**src/rtl/eth_tx_sched.sv**
```systemverilog
// Two-source round-robin GMII transmit scheduler: preamble/SFD insertion,
// byte streaming with underrun abort, and minimum inter-packet gap.
// Ports: tx_clk/reset (sync, active-high); src_req/src_vld/src_d/src_eop/
// src_err in, src_rd pop strobe out; gnt one-hot grant; txd/tx_dv/tx_er
// registered GMII outputs; busy; frm_cnt/ufl_cnt saturating counters.
module eth_tx_sched #(
  parameter int PRMBL_LEN = 7,
  parameter int IPG_LEN   = 12
) (
  input  logic        tx_clk,
  input  logic        reset,
  input  logic [1:0]  src_req,
  input  logic [1:0]  src_vld,
  input  logic [15:0] src_d,
  input  logic [1:0]  src_eop,
  input  logic [1:0]  src_err,
  output logic [1:0]  src_rd,
  output logic [1:0]  gnt,
  output logic [7:0]  txd,
  output logic        tx_dv,
  output logic        tx_er,
  output logic        busy,
  output logic [15:0] frm_cnt,
  output logic [15:0] ufl_cnt
);

  localparam logic [2:0] S_IDLE  = 3'd0;
  localparam logic [2:0] S_PRMBL = 3'd1;
  localparam logic [2:0] S_SFD   = 3'd2;
  localparam logic [2:0] S_DATA  = 3'd3;
  localparam logic [2:0] S_IPG   = 3'd4;

  localparam logic [5:0] PL = 6'(PRMBL_LEN);
  localparam logic [5:0] IL = 6'(IPG_LEN);

  logic [2:0]  state_q, state_d;
  logic [5:0]  cnt_q, cnt_d;
  logic [1:0]  gnt_q, gnt_d;
  logic [1:0]  pend_q, pend_d;
  logic        rr_q, rr_d;
  logic [7:0]  txd_q, txd_d;
  logic        dv_q, dv_d;
  logic        er_q, er_d;
  logic [15:0] frm_q, frm_d;
  logic [15:0] ufl_q, ufl_d;

  logic [1:0]  req;
  logic        pick;
  logic        g_idx;
  logic [7:0]  g_d;
  logic        g_vld;
  logic        g_eop;
  logic        g_err;

  // Requests arriving while busy are remembered; the granted source's own
  // request is not, so a source holding req through its frame sends once.
  assign req   = pend_q | src_req;
  assign g_idx = gnt_q[1];
  assign g_d   = g_idx ? src_d[15:8] : src_d[7:0];
  assign g_vld = src_vld[g_idx];
  assign g_eop = src_eop[g_idx];
  assign g_err = src_err[g_idx];

  // Popping already in the SFD-output cycle keeps data contiguous with D5.
  assign src_rd = (state_q == S_DATA) ? (gnt_q & src_vld) : 2'b00;

  always_comb begin
    state_d = state_q;
    cnt_d   = cnt_q;
    gnt_d   = gnt_q;
    rr_d    = rr_q;
    frm_d   = frm_q;
    ufl_d   = ufl_q;
    pend_d  = pend_q | (src_req & ~gnt_q);
    txd_d   = 8'h00;
    dv_d    = 1'b0;
    er_d    = 1'b0;
    pick    = 1'b0;
    unique case (state_q)
      S_IDLE: begin
        if (|req) begin
          pick         = (req == 2'b11) ? rr_q : req[1];
          gnt_d        = pick ? 2'b10 : 2'b01;
          rr_d         = ~pick;
          pend_d[pick] = 1'b0;
          state_d      = S_PRMBL;
          cnt_d        = 6'd1;
          txd_d        = 8'h55;
          dv_d         = 1'b1;
        end
      end
      S_PRMBL: begin
        dv_d = 1'b1;
        // cnt_q = preamble bytes already on the wire
        if (cnt_q >= PL) begin
          txd_d   = 8'hD5;
          state_d = S_DATA;
        end else begin
          txd_d = 8'h55;
          cnt_d = cnt_q + 6'd1;
          if (cnt_q + 6'd1 == PL) state_d = S_SFD;
        end
      end
      S_SFD: begin
        txd_d   = 8'hD5;
        dv_d    = 1'b1;
        state_d = S_DATA;
      end
      S_DATA: begin
        dv_d = 1'b1;
        if (g_vld) begin
          txd_d = g_d;
          er_d  = g_err;
          if (g_eop) begin
            state_d = S_IPG;
            gnt_d   = 2'b00;
            cnt_d   = 6'd0;
            if (frm_q != 16'hFFFF) frm_d = frm_q + 16'd1;
          end
        end else begin
          er_d    = 1'b1;
          state_d = S_IPG;
          gnt_d   = 2'b00;
          cnt_d   = 6'd0;
          if (ufl_q != 16'hFFFF) ufl_d = ufl_q + 16'd1;
        end
      end
      S_IPG: begin
        // Leaving on the IL-th low cycle lets IDLE grant on the next edge,
        // giving exactly IL low cycles before the next preamble.
        if (cnt_q == IL - 6'd1) state_d = S_IDLE;
        else cnt_d = cnt_q + 6'd1;
      end
      default: state_d = S_IDLE;
    endcase
  end

  always_ff @(posedge tx_clk) begin
    if (reset) begin
      state_q <= S_IDLE;
      cnt_q   <= 6'd0;
      gnt_q   <= 2'b00;
      pend_q  <= 2'b00;
      rr_q    <= 1'b0;
      txd_q   <= 8'h00;
      dv_q    <= 1'b0;
      er_q    <= 1'b0;
      frm_q   <= 16'd0;
      ufl_q   <= 16'd0;
    end else begin
      state_q <= state_d;
      cnt_q   <= cnt_d;
      gnt_q   <= gnt_d;
      pend_q  <= pend_d;
      rr_q    <= rr_d;
      txd_q   <= txd_d;
      dv_q    <= dv_d;
      er_q    <= er_d;
      frm_q   <= frm_d;
      ufl_q   <= ufl_d;
    end
  end

  assign gnt     = gnt_q;
  assign txd     = txd_q;
  assign tx_dv   = dv_q;
  assign tx_er   = er_q;
  assign busy    = (state_q != S_IDLE);
  assign frm_cnt = frm_q;
  assign ufl_cnt = ufl_q;

endmodule
```
**config.mk**
```make
export PLATFORM = sky130hd
export DESIGN_NAME = eth_tx_sched
export DESIGN_NICKNAME = d
export VERILOG_FILES = /design/src/rtl/eth_tx_sched.sv
export SDC_FILE = /design/constraint.sdc
export NUM_CORES = 1
export LEC_CHECK = 0
export ABC_CLOCK_PERIOD_IN_PS = 3800
export BUFFER_PORTS_ARGS = -buffer_cell sky130_fd_sc_hd__buf_2
export CAP_MARGIN = 20
export CORE_MARGIN = 2
export CORE_UTILIZATION = 57
export DETAILED_ROUTE_END_ITERATION = 10
export MAX_ROUTING_LAYER = met4
export PLACE_DENSITY = 0.85
export SLEW_MARGIN = 20
export SYNTH_ARGS = -nofsm -noshare
export SYNTH_HDL_FRONTEND = slang
export SYNTH_SLANG_ARGS = --single-unit
```
**constraint.sdc**
```tcl
create_clock -name tx_clk -period 3.8 [get_ports tx_clk]
set_input_delay 0 -clock tx_clk [delete_from_list [all_inputs] [get_ports tx_clk]]
set_output_delay 0 -clock tx_clk [all_outputs]
set_load 0.005 [all_outputs]
```
**Word-level counts from Yosys, hierarchy flattened**

Index checks and enable logic that the tools add are counted.

- Output and inout bits: 47
- Input port bits: 26
- Register bits: 56

- Muxes and demuxes: 38
- Bitwise gates (word level): 10
- Add/sub/neg operators: 3
- Reduce and logical (&&, ||, !) cells: 14
- Equal/unequal tests: 15
- Order comparisons: 4

Operators by type and width:

| cell | count |
|---|---|
| adder 16 x 1 -> 16 bit (second input constant) | 2 |
| != test 16 bit (second input constant) | 2 |
| one-hot mux 8 bit (4 select lines) | 1 |
| two-way mux 6 bit | 5 |
| two-way mux 8 bit | 3 |
| one-hot mux 6 bit (4 select lines) | 1 |
| two-way mux 3 bit | 6 |
| one-hot mux 3 bit (5 select lines) | 1 |
| two-way mux 2 bit | 7 |
| two-way mux 1 bit | 10 |
| != test 2 bit (second input constant) | 4 |
| AND reduction 4 bit | 2 |
| two-way mux 7 bit | 1 |
| adder 6 x 1 -> 6 bit (second input constant) | 1 |
| AND 2 bit | 3 |
| == test 3 x 2 -> 1 bit (second input constant) | 2 |
| == test 6 x 3 -> 1 bit (second input constant) | 1 |
| == test 6 x 4 -> 1 bit (second input constant) | 1 |
| >= comparator 6 x 3 -> 1 bit (second input constant) | 1 |
| != test 3 bit (second input constant) | 2 |
| AND reduction 3 bit | 2 |
| AND reduction 5 bit | 1 |
| less-than comparator 1 x 2 -> 1 bit (second input constant) | 2 |
| NOT 2 bit | 2 |
| other kinds (17) | 21 |

**Depth between registers and ports, before layout**

Gate-level depths: netlist of run 1.

- Depth in word-level cells: 11
- Depth in mapped cells: 7
- Mapped depth without buffers: 6

**Worst setup path before layout of run 1**

No wires, ideal clock.

- Kind: reg-to-reg
- Start point: register cnt_q[0]
- End point: register cnt_q[5]
- Path buffers: 0
- Arrival: 1990 ps
- Cell stages (with the launch flop): 7
- Slack: 1739 ps
- Cells stage by stage: dfxtp_1 ha_1 a2111o_1 a21oi_2 nand4_2 or4_1 a21oi_1

- Cells in the longest elaborated chain, start to end: 3

RTL lines:

| element | RTL line | source |
|---|---|---|
| start, declared | 37 | `logic [5:0] cnt_q, cnt_d;` |
| start signal, assigned | 152 | `cnt_q <= cnt_d;` |
| adder 6 x 1 -> 6 bit (tied with other cells) | 100, 132 |  |
| two-way mux 6 bit (tied with other cells) | 131 | `if (cnt_q == IL - 6'd1) state_d = S_IDLE;` |
| one-hot mux 6 bit (4 select lines) or AND reduction 5 bit (tied branches) | - |  |

Parallel ways exist; a longest one is shown, timed or not. The select of a mux whose other input is x is not followed.
A chain may end at the register's enable or synchronous reset.

**Worst setup path after layout of run 1**

- Start point: register gnt_q[1] (netlist: gnt[1])
- End point: register frm_q[11] (netlist: frm_cnt[11])

- Cells in the longest elaborated chain, start to end: 3

RTL lines:

| element | RTL line | source |
|---|---|---|
| start, declared | 38 | `logic [1:0] gnt_q, gnt_d;` |
| start signal, assigned | 153 | `gnt_q <= gnt_d;` |
| two-way mux 1 bit, on equally long branches (2 in a row) | 60, 61 |  |
| AND reduction 4 bit (no line) * | - |  |
| end signal, assigned | 159 | `frm_q <= frm_d;` |
| end, declared | 44 | `logic [15:0] frm_q, frm_d;` |

Every way passes the cells marked *; elsewhere a longest branch is shown, timed or not. The select of a mux whose other input is x is not followed.

==> summary.md, run 1 <==
| Metric | Value |
|---|---|
| FP Rows | `25` |
| Overflow left after global routing | `0` |
| Layout cells sized above 1 | `0.2463` |
| Starting Density | `0.6016` |
| DRT Pass-1 Iters | `5` |
| Synthesized area per cell | `8.620 µm²` |
| # nets final | `431` |
| Met3 WL | `420 µm` |
| Number of global-route vias before repair | `2511` |
| Peak supply drop | `200.8 µV` |
| CP Data Required Time | `3960 ps` |
| Status | `complete, no violations` |
| Distinct cells, synth | `55` |
| Core Region | `4786 µm²` |
| Post-synthesis sequential area ratio | `0.3894` |
| PwrDens | `330.9 nW/µm²` |
| Hold buffers post-CTS | `4` |
| #FFs+latches synth | `56` |
| Slew HR | `0.3835` |
| Pwr Total | `1.118 mW` |
| Num Clock Sinks | `56` |
| Max Slew Vio Count | `0` |
| Clock latency at the later pin of the worst-skew pair | `300 ps` |
| Fill cells | `395` |
| Fin crit share | `0.6666` |
| Largest net degree at the start of global routing | `49` |
| Uppermost routed layer | `met4` |
| Cells after Synth | `334` |
| Layout area overhead | `17.34%` |
| P_leak | `1.355 nW` |
| CP max FO | `16` |
| RSZ-0062 raised after global routing | `false` |
| WL met2 | `3.326 mm` |
| DIE HEIGHT | `75.07 µm` |
| Synth top area share | `0.3894` |
| Routed wire length | `6.975 mm` |
| Global-route wire length before repair | `10.90 mm` |
| Antenna-violating nets left | `0` |
| Clock buffer count from CTS | `5` |
| Via count | `2769` |
| Number of flops mapped to enable cells by yosys | `0` |
| Min-Delay Path Class | `primary input to flop` |
| Peak Freq | `394.8 MHz` |
| Area contributors post-synth | `dfxtp_1 (39%), nor2_1 (5.6%), xnor2_1 (4.9%), a21oi_1 (4.2%), nand2_1 (3.4%)` |
| Worst setup SP type | `flop` |
| Cell taking the most area after synthesis | `dfxtp_1` |
| Crit path kind | `flop to flop` |
| Skew final | `4.997 ps` |
| Bufs on Longest Clock Path | `2` |
| Yosys Warn Count | `0` |
| Diodes inserted | `0` |
| Post-synth top flop | `dfxtp_1` |
| Met1 WL | `3.138 mm` |
| Gp weighted congestion | `0.8545` |
| Final hold violation count | `0` |
| Clock Root Buffer | `clkbuf_8` |
| Clock Pin Slew Worst Setup and Hold Paths | `90 ps` |
| Final min period | `2533 ps` |
| Asr flop ratio synth | `0` |
| DRC viols | `0` |
| Num ports | `73` |
| Worst-Margin Slew | `916.3 ps` |
| Total GRT Usage | `0.2534` |
| Final setup fails | `0` |
| H-tree levels | `2` |
| DR WL/cell | `14.87 µm` |
| Mapped Area | `2879 µm²` |
| Max-cap violations | `0` |
| CP arrival | `2700 ps` |
| Drt initial violations | `139` |
| Initial antenna violation count | `0` |
| CTS tree | `yes` |
| Die X | `75.07 µm` |
| Post_cts resized | `0` |
| Port bufs | `72` |
| Post-CTS setup buffer count | `0` |
| Synthesized Nets | `364` |
| Vias/cell | `5.904` |
| Worst setup EP type | `flop` |
| Setup TNS | `0 ps` |
| Die ar. | `5636 µm²` |
| HPWL Detailed | `4.931 mm` |
## cells in the mapped netlist (3+ instances only)
cell       number
or4_1           6
nand4_1        12
inv_1          11
buf_2           6
nor3_1         12
ha_1            4
clkbuf_1        8
dfxtp_1        56
nand2_1        26
mux2_2          5
nand3_1        13
a31oi_1         3
xor2_1         11
a211oi_1        5
o21ai_0         5
a21oi_1        24
xnor2_1        16
nor2b_1         5
and3_1          3
o2111ai_1       3
nor2_1         43
nor4_2          5
o21ai_1         5
mux2i_1         7
or3_1           5
## cells by family after synthesis
kind of cell	Yosys count	synth area share
simple gates	149	0.2855
flops	56	0.3894
buf+inv	27	0.04042
mux	13	0.04911
xor+xnor	27	0.08214
compound gates	58	0.1360
fa+ha+maj	4	0.01738
## stage by stage
| step | worst slack, ps | std cells | utilization | hold slack [ps] | cell area [µm²] |
|---|---|---|---|---|---|
| detailed placement | 1289 | 457 | 0.6787 | 302.6 | 3248 |
| global route | 1120 | 469 | 0.7059 | 35.53 | 3378 |
| CTS | 1285 | 469 | 0.7059 | 12.22 | 3378 |
| floorplan | 1739 | 334 | - | 99.37 | 2879 |
| finish | 1267 | 469 | 0.7059 | 3.831 | 3378 |
| global placement | 1402 | 457 | 0.6787 | 292.6 | 3248 |
## power by group
group / switching, mW / total [mW] / leakage, nW / internal, mW
sequential: 0.0285 / 0.634 / 0.455 / 0.606
combinational: 0.0830 / 0.151 / 0.855 / 0.0683
clock: 0.183 / 0.332 / 0.0455 / 0.149
## critical path: stages, from the launching register on
cell	delay [ps]
dfxtp_1	810
mux2i_1	350
or4_1	720
and4bb_1	350
xnor2_1	120
nor2_1	50
## sequential cells by signal, indices dropped and copies added (netlist names)
register	count
cnt_q	6
pend_q	2
ufl_cnt	16
tx_er	1
rr_q	1
frm_cnt	16
tx_dv	1
gnt	2
state_q	3
txd	8
## layout make-up
type                            count  area (µm²)  share of cell area
Inverter                           11       41.29             0.01222
Multi-Input combinational cell    251        1642              0.4859
Timing Repair Buffer               76       400.4              0.1185
Clock buffer                        8       90.09             0.02667
Tap cell                           67       83.83             0.02481
Sequential cell                    56        1121              0.3319
## worst paths after layout
| path | from | end | slack [ps] | cells past startpoint |
|---|---|---|---|---|
| worst max-delay path | gnt[1] | frm_cnt[11] | 1270 | 5 |
| worst min-delay path | src_d[11] | txd[3] | 4 | 3 |
| worst max register to register | gnt[1] | frm_cnt[11] | 1270 | 5 |
| worst min register to register | cnt_q[1] | cnt_q[1] | 500 | 2 |
## metal layers
metal,up-vias,GRT usage
li1,1329,-
met1,1316,0.3190
met2,113,0.4084
met3,11,0.03748
met4,0,0.1012
met5,-,-
## placed cells by master, fill, tap and decap left out, drive strengths merged, types with 2 or more instances in the layout
cell,count
inv,11
dlygate4sd3,4
or4,7
or3,5
buf,72
o2111ai,3
nor4,7
a211oi,7
o21ai,10
nor2b,5
nand4,13
a21oi,25
xnor2,16
nand2,26
and3,3
xor2,11
a31oi,3
ha,4
clkbuf,8
mux2,6
and4bb,2
or2,2
and2,2
dfxtp,56
nor3,13
a32oi,2
mux2i,7
nand3,13
nor2,43
Note: power is estimated with default switching activity, not from simulation.
==> run 2: changes to the inputs <==
- ABC_CLOCK_PERIOD_IN_PS: 3800 -> 2250
- CORE_UTILIZATION: 57 -> 48
- PLACE_DENSITY: 0.85 -> 0.76
- clock period: 3.8 -> 2.25 ns (I/O delays scaled with it)
==> run 2 against run 1 <==
Flip-flop and latch count unchanged. Critical endpoint is now cnt_q[5]. Die area is 18% higher. Critical path depth grew 1. Highest routed layer unchanged. Wire length is 1.5% lower. Global-route usage decreased by 3.4 points. Hold slack better by 35 ps. Sequential power is 67% higher.
==> summary.md, run 2 (synthesis gave the netlist of run 1 again) <==
| Metric | Value |
|---|---|
| Status | `complete, no violations` |
| Min-Delay Path Class | `primary input to flop` |
| DR WL/cell | `13.85 µm` |
| Multi-input gate area | `1650 µm²` |
| DRC viols | `0` |
| Peak supply drop | `284.5 µV` |
| Gp weighted congestion | `0.9313` |
| Hold Crit Depth | `3` |
| Fin crit share | `0.9375` |
| Die ar. | `6633 µm²` |
| Overflow left after global routing | `0` |
| Max Slew Vio Count | `0` |
| Initial antenna violation count | `0` |
| Hold Startpoint | `src_req[1]` |
| Via count | `2757` |
| Core Region | `5851 µm²` |
| Slew HR | `0.4866` |
| Largest net degree at the start of global routing | `30` |
| Setup TNS | `0 ps` |
| Skew final | `2.592 ps` |
| H-tree levels | `2` |
| Antenna-violating nets left | `0` |
| CP max FO | `5` |
| CP arrival | `2350 ps` |
| Worst setup path startpoint | `cnt_q[0]` |
| Clock buffer count from CTS | `5` |
| Clock latency at the later pin of the worst-skew pair | `310 ps` |
| RSZ-0062 raised after global routing | `false` |
| DIE HEIGHT | `81.45 µm` |
| # nets final | `450` |
| Worst setup SP type | `flop` |
| Max-cap violations | `0` |
| PwrDens | `543.8 nW/µm²` |
| Routed wire length | `6.868 mm` |
| Die X | `81.45 µm` |
| Num ports | `73` |
| CP Data Required Time | `2490 ps` |
| Post-CTS setup buffer count | `0` |
| FF/Latch Area | `1121 µm²` |
| Crit path kind | `flop to flop` |
| Final setup fails | `0` |
| FP Rows | `28` |
| Number of global-route vias before repair | `2542` |
| Diodes inserted | `0` |
| Bufs on Longest Clock Path | `2` |
| Drt initial violations | `194` |
| P_leak | `1.454 nW` |
| Num Clock Sinks | `56` |
| Global-route wire length before repair | `11.25 mm` |
| DRT Pass-1 Iters | `5` |
| Reg2reg start | `cnt_q[0]` |
| Starting Density | `0.4921` |
| Pwr Total | `1.930 mW` |
| CTS tree | `yes` |
| Total GRT Usage | `0.2197` |
| Clock Root Buffer | `clkbuf_8` |
| Final min period | `2109 ps` |
| Port bufs | `72` |
| Fill cells | `499` |
| Layout cells sized above 1 | `0.2779` |
| Worst setup EP type | `flop` |
| HPWL Detailed | `4.955 mm` |
| Commonest non-fill, non-tap cells in the layout | `buf_2 (72), dfxtp_1 (56), nor2_1 (43)` |
| Layout area overhead | `23.25%` |
| Most common cell after layout, fill and taps aside | `buf_2` |
| Final hold violation count | `0` |
| Worst-Margin Slew | `764.2 ps` |
| Peak Freq | `474.1 MHz` |
| Clock Pin Slew Worst Setup and Hold Paths | `100 ps` |
| Worst reg-to-reg path cell count | `6` |
| Vias/cell | `5.558` |
## run 2: worst max-delay path, stage by stage (launching register included)
cell and delay, ps:
dfxtp_1 370, ha_1 230, a2111o_1 440, a21oi_4 200, nand4_2 150, or4_1 520
a21oi_1 140
## run 2: what timing repair did
item,4_1_cts,5_1_grt
hold endpoints to repair,3,0
resized for setup,0,2
setup endpoints to repair,0,3
hold buffers,6,0
## run 2: cell type report
cell class                 instances  share of cell area
sequential                        56              0.3159
tap                               75             0.02645
multi-input combinational        251              0.4651
timing repair buffer              95              0.1544
clock buffer                       7             0.02433
clock inverter                     1            0.002116
inverter                          11             0.01164
## run 2: path summary, 6_finish.rpt
path	slack (ps)	endpoint
worst max register to register	140	cnt_q[5]
worst min-delay path	40	pend_q[1]
worst max-delay path	140	cnt_q[5]
worst min register to register	500	ufl_cnt[15]
## run 2: stage by stage
stage | hold slack (ps) | setup WS (ps) | util | cells | instance area, µm²
3_3_place_gp | 289.9 | 184.2 | 0.5787 | 482 | 3386
5_1_grt | 42.44 | 38.25 | 0.6065 | 496 | 3548
3_5_place_dp | 311.2 | 123.0 | 0.5787 | 482 | 3386
4_1_cts | 36.91 | 79.89 | 0.6050 | 496 | 3540
2_1_floorplan | 99.37 | 189.1 | - | 334 | 2879
6_report | 38.64 | 140.6 | 0.6065 | 496 | 3548
## run 2: per-layer routing
metal,GRT usage,part of all wire,routed length [µm],vias up
li1,-,-,-,1370
met1,0.2800,0.45,3094,1276
met2,0.3566,0.47,3210,105
met3,0.03736,0.073,503,6
met4,0.06780,0.0086,59,0
met5,-,0,0,-
## run 2: where the power goes
part	switching [mW]	leakage, nW	internal (mW)	total [mW]
Sequential	0.0378	0.455	1.02	1.06
Clock	0.322	0.0445	0.251	0.573
Combinational	0.158	0.955	0.138	0.295
==> run 3: changes to the inputs <==
- CORE_UTILIZATION: 48 -> 35
- PLACE_DENSITY: 0.76 -> default
==> run 3 against run 2 <==
Wire length grew 8.5%. Sequential share of layout area down 0.53 points. Hold slack got worse by 37 ps. Global-route usage down 4.7 points. Critical path depth unchanged. Combinational power barely moved. Cell area increased by 1.7%. Register-to-register slack got worse by 30 ps. Die area is 35% higher. Flip-flop and latch count did not move.
==> summary.md, run 3 (synthesis gave the netlist of run 1 again) <==
| Metric | Value |
|---|---|
| Status | `complete, no violations` |
| Bufs on Longest Clock Path | `2` |
| Min-Delay Path Class | `primary input to flop` |
| Final setup fails | `0` |
| Min Hold Slack | `1.564 ps` |
| DRC viols | `0` |
| Placed Instances | `515` |
| CTS tree | `yes` |
| Number of global-route vias before repair | `2500` |
| Clock buffer count from CTS | `5` |
| Clock Root Buffer | `clkbuf_8` |
| Fin crit share | `0.9502` |
| Fill cells | `846` |
| CP Data Required Time | `2510 ps` |
| Initial antenna violation count | `0` |
| FF/Latch Area | `1121 µm²` |
| P_leak | `1.470 nW` |
| Multi-input gate area | `1643 µm²` |
| Setup TNS | `0 ps` |
| Largest net degree at the start of global routing | `27` |
| Clock latency at the later pin of the worst-skew pair | `320 ps` |
| Crit path kind | `flop to flop` |
| Starting Density | `0.3558` |
| Core Region | `8093 µm²` |
| DRT Pass-1 Iters | `4` |
| Drt initial violations | `121` |
| Num ports | `73` |
| HPWL Detailed | `5.527 mm` |
| Die X | `94.70 µm` |
| Worst-Margin Slew | `760.4 ps` |
| Max-cap violations | `0` |
| Clock Pin Slew Worst Setup and Hold Paths | `100 ps` |
| CP arrival | `2390 ps` |
| Layout cells sized above 1 | `0.2861` |
| Via count | `2693` |
| PwrDens | `559.7 nW/µm²` |
| Antenna-violating nets left | `0` |
| Final hold violation count | `0` |
| Peak supply drop | `226.0 µV` |
| Skew final | `14.59 ps` |
| Max Slew Vio Count | `0` |
| Final Core Density | `0.4459` |
| DR WL/cell | `14.11 µm` |
| FP Rows | `33` |
| Routed wire length | `7.451 mm` |
| CP max FO | `5` |
| Overflow left after global routing | `0` |
| Port bufs | `72` |
| Fin cells | `528` |
| Most common cell after layout, fill and taps aside | `buf_2` |
| Total GRT Usage | `0.1730` |
| Worst setup SP type | `flop` |
| Global-route wire length before repair | `11.89 mm` |
| # nets final | `452` |
| RSZ-0062 raised after global routing | `false` |
| DIE HEIGHT | `94.70 µm` |
| Peak Freq | `467.8 MHz` |
| Slew HR | `0.4892` |
| Die ar. | `8967 µm²` |
| Diodes inserted | `0` |
| Worst setup EP type | `flop` |
| Final min period | `2138 ps` |
| Vias/cell | `5.100` |
| H-tree levels | `2` |
| Num Clock Sinks | `56` |
| Gp weighted congestion | `0.8754` |
| Layout area overhead | `25.34%` |
| Commonest non-fill, non-tap cells in the layout | `buf_2 (72), dfxtp_1 (56), nor2_1 (43)` |
==> run 3: changes by cell type in the layout (fill, tap and decap cells not counted), sizes merged <==
| cell | previous run | this run |
|---|---|---|
| bufinv | 0 | 1 |
| clkinv | 0 | 1 |
| clkbuf | 7 | 5 |
| buf | 89 | 92 |
| dlygate4sd3 | 6 | 5 |
==> run 3: power breakdown <==
group,leakage [nW],switching [mW],internal (mW),total (mW)
Clock,0.0541,0.334,0.330,0.663
Combinational,0.961,0.157,0.140,0.297
Sequential,0.455,0.0361,1.02,1.06
Total,1.47,0.526,1.49,2.02
==> run 3: repair_timing <==
item,CTS,global route
setup buffers,0,0
setup endpoints to repair,0,1
gates resized for setup,0,1
hold endpoints to repair,3,0
hold buffers,5,0
==> run 3: stage by stage <==
stage	power [mW]	cell area [µm²]	setup WS, ps
detailed placement	1.368	3446	147.7
finish	2.020	3608	112.2
global placement	1.362	3446	181.8
floorplan	1.258	2879	189.1
global route	2.122	3608	25.40
CTS	2.039	3607	117.8
==> run 3: worst max-delay path: stages, from the launching register on <==
cell and delay [ps]:
dfxtp_1 360, ha_1 220, a2111o_1 460, a21oi_2 210, nand4_2 160, or4_1 530
a21oi_1 140
==> run 3: final timing paths <==
path	start	to	slack, ps	cells after the start
worst max-delay path	cnt_q[0]	cnt_q[5]	110	6
worst min-delay path	src_d[3]	txd[3]	2	3
worst max register to register	cnt_q[0]	cnt_q[5]	110	6
worst min register to register	cnt_q[1]	cnt_q[1]	500	2
==> run 3: metal layers <==
layer  part of all wire  GRT usage  vias to the layer above
met5                  0          -                        -
met4              0.014    0.04952                        0
met3              0.042    0.03192                        8
met2               0.49     0.2861                       63
met1               0.45     0.2158                     1258
li1                   -          -                     1364
==> run 3: final cells by class <==
cell class              count  area share
multi-input cells         251      0.4553
flip-flops and latches     56      0.3107
repair buffers             97      0.1553
well taps                 105     0.03641
clock buffers               5     0.01907
clock inverters             3     0.01179
inverters                  11     0.01144
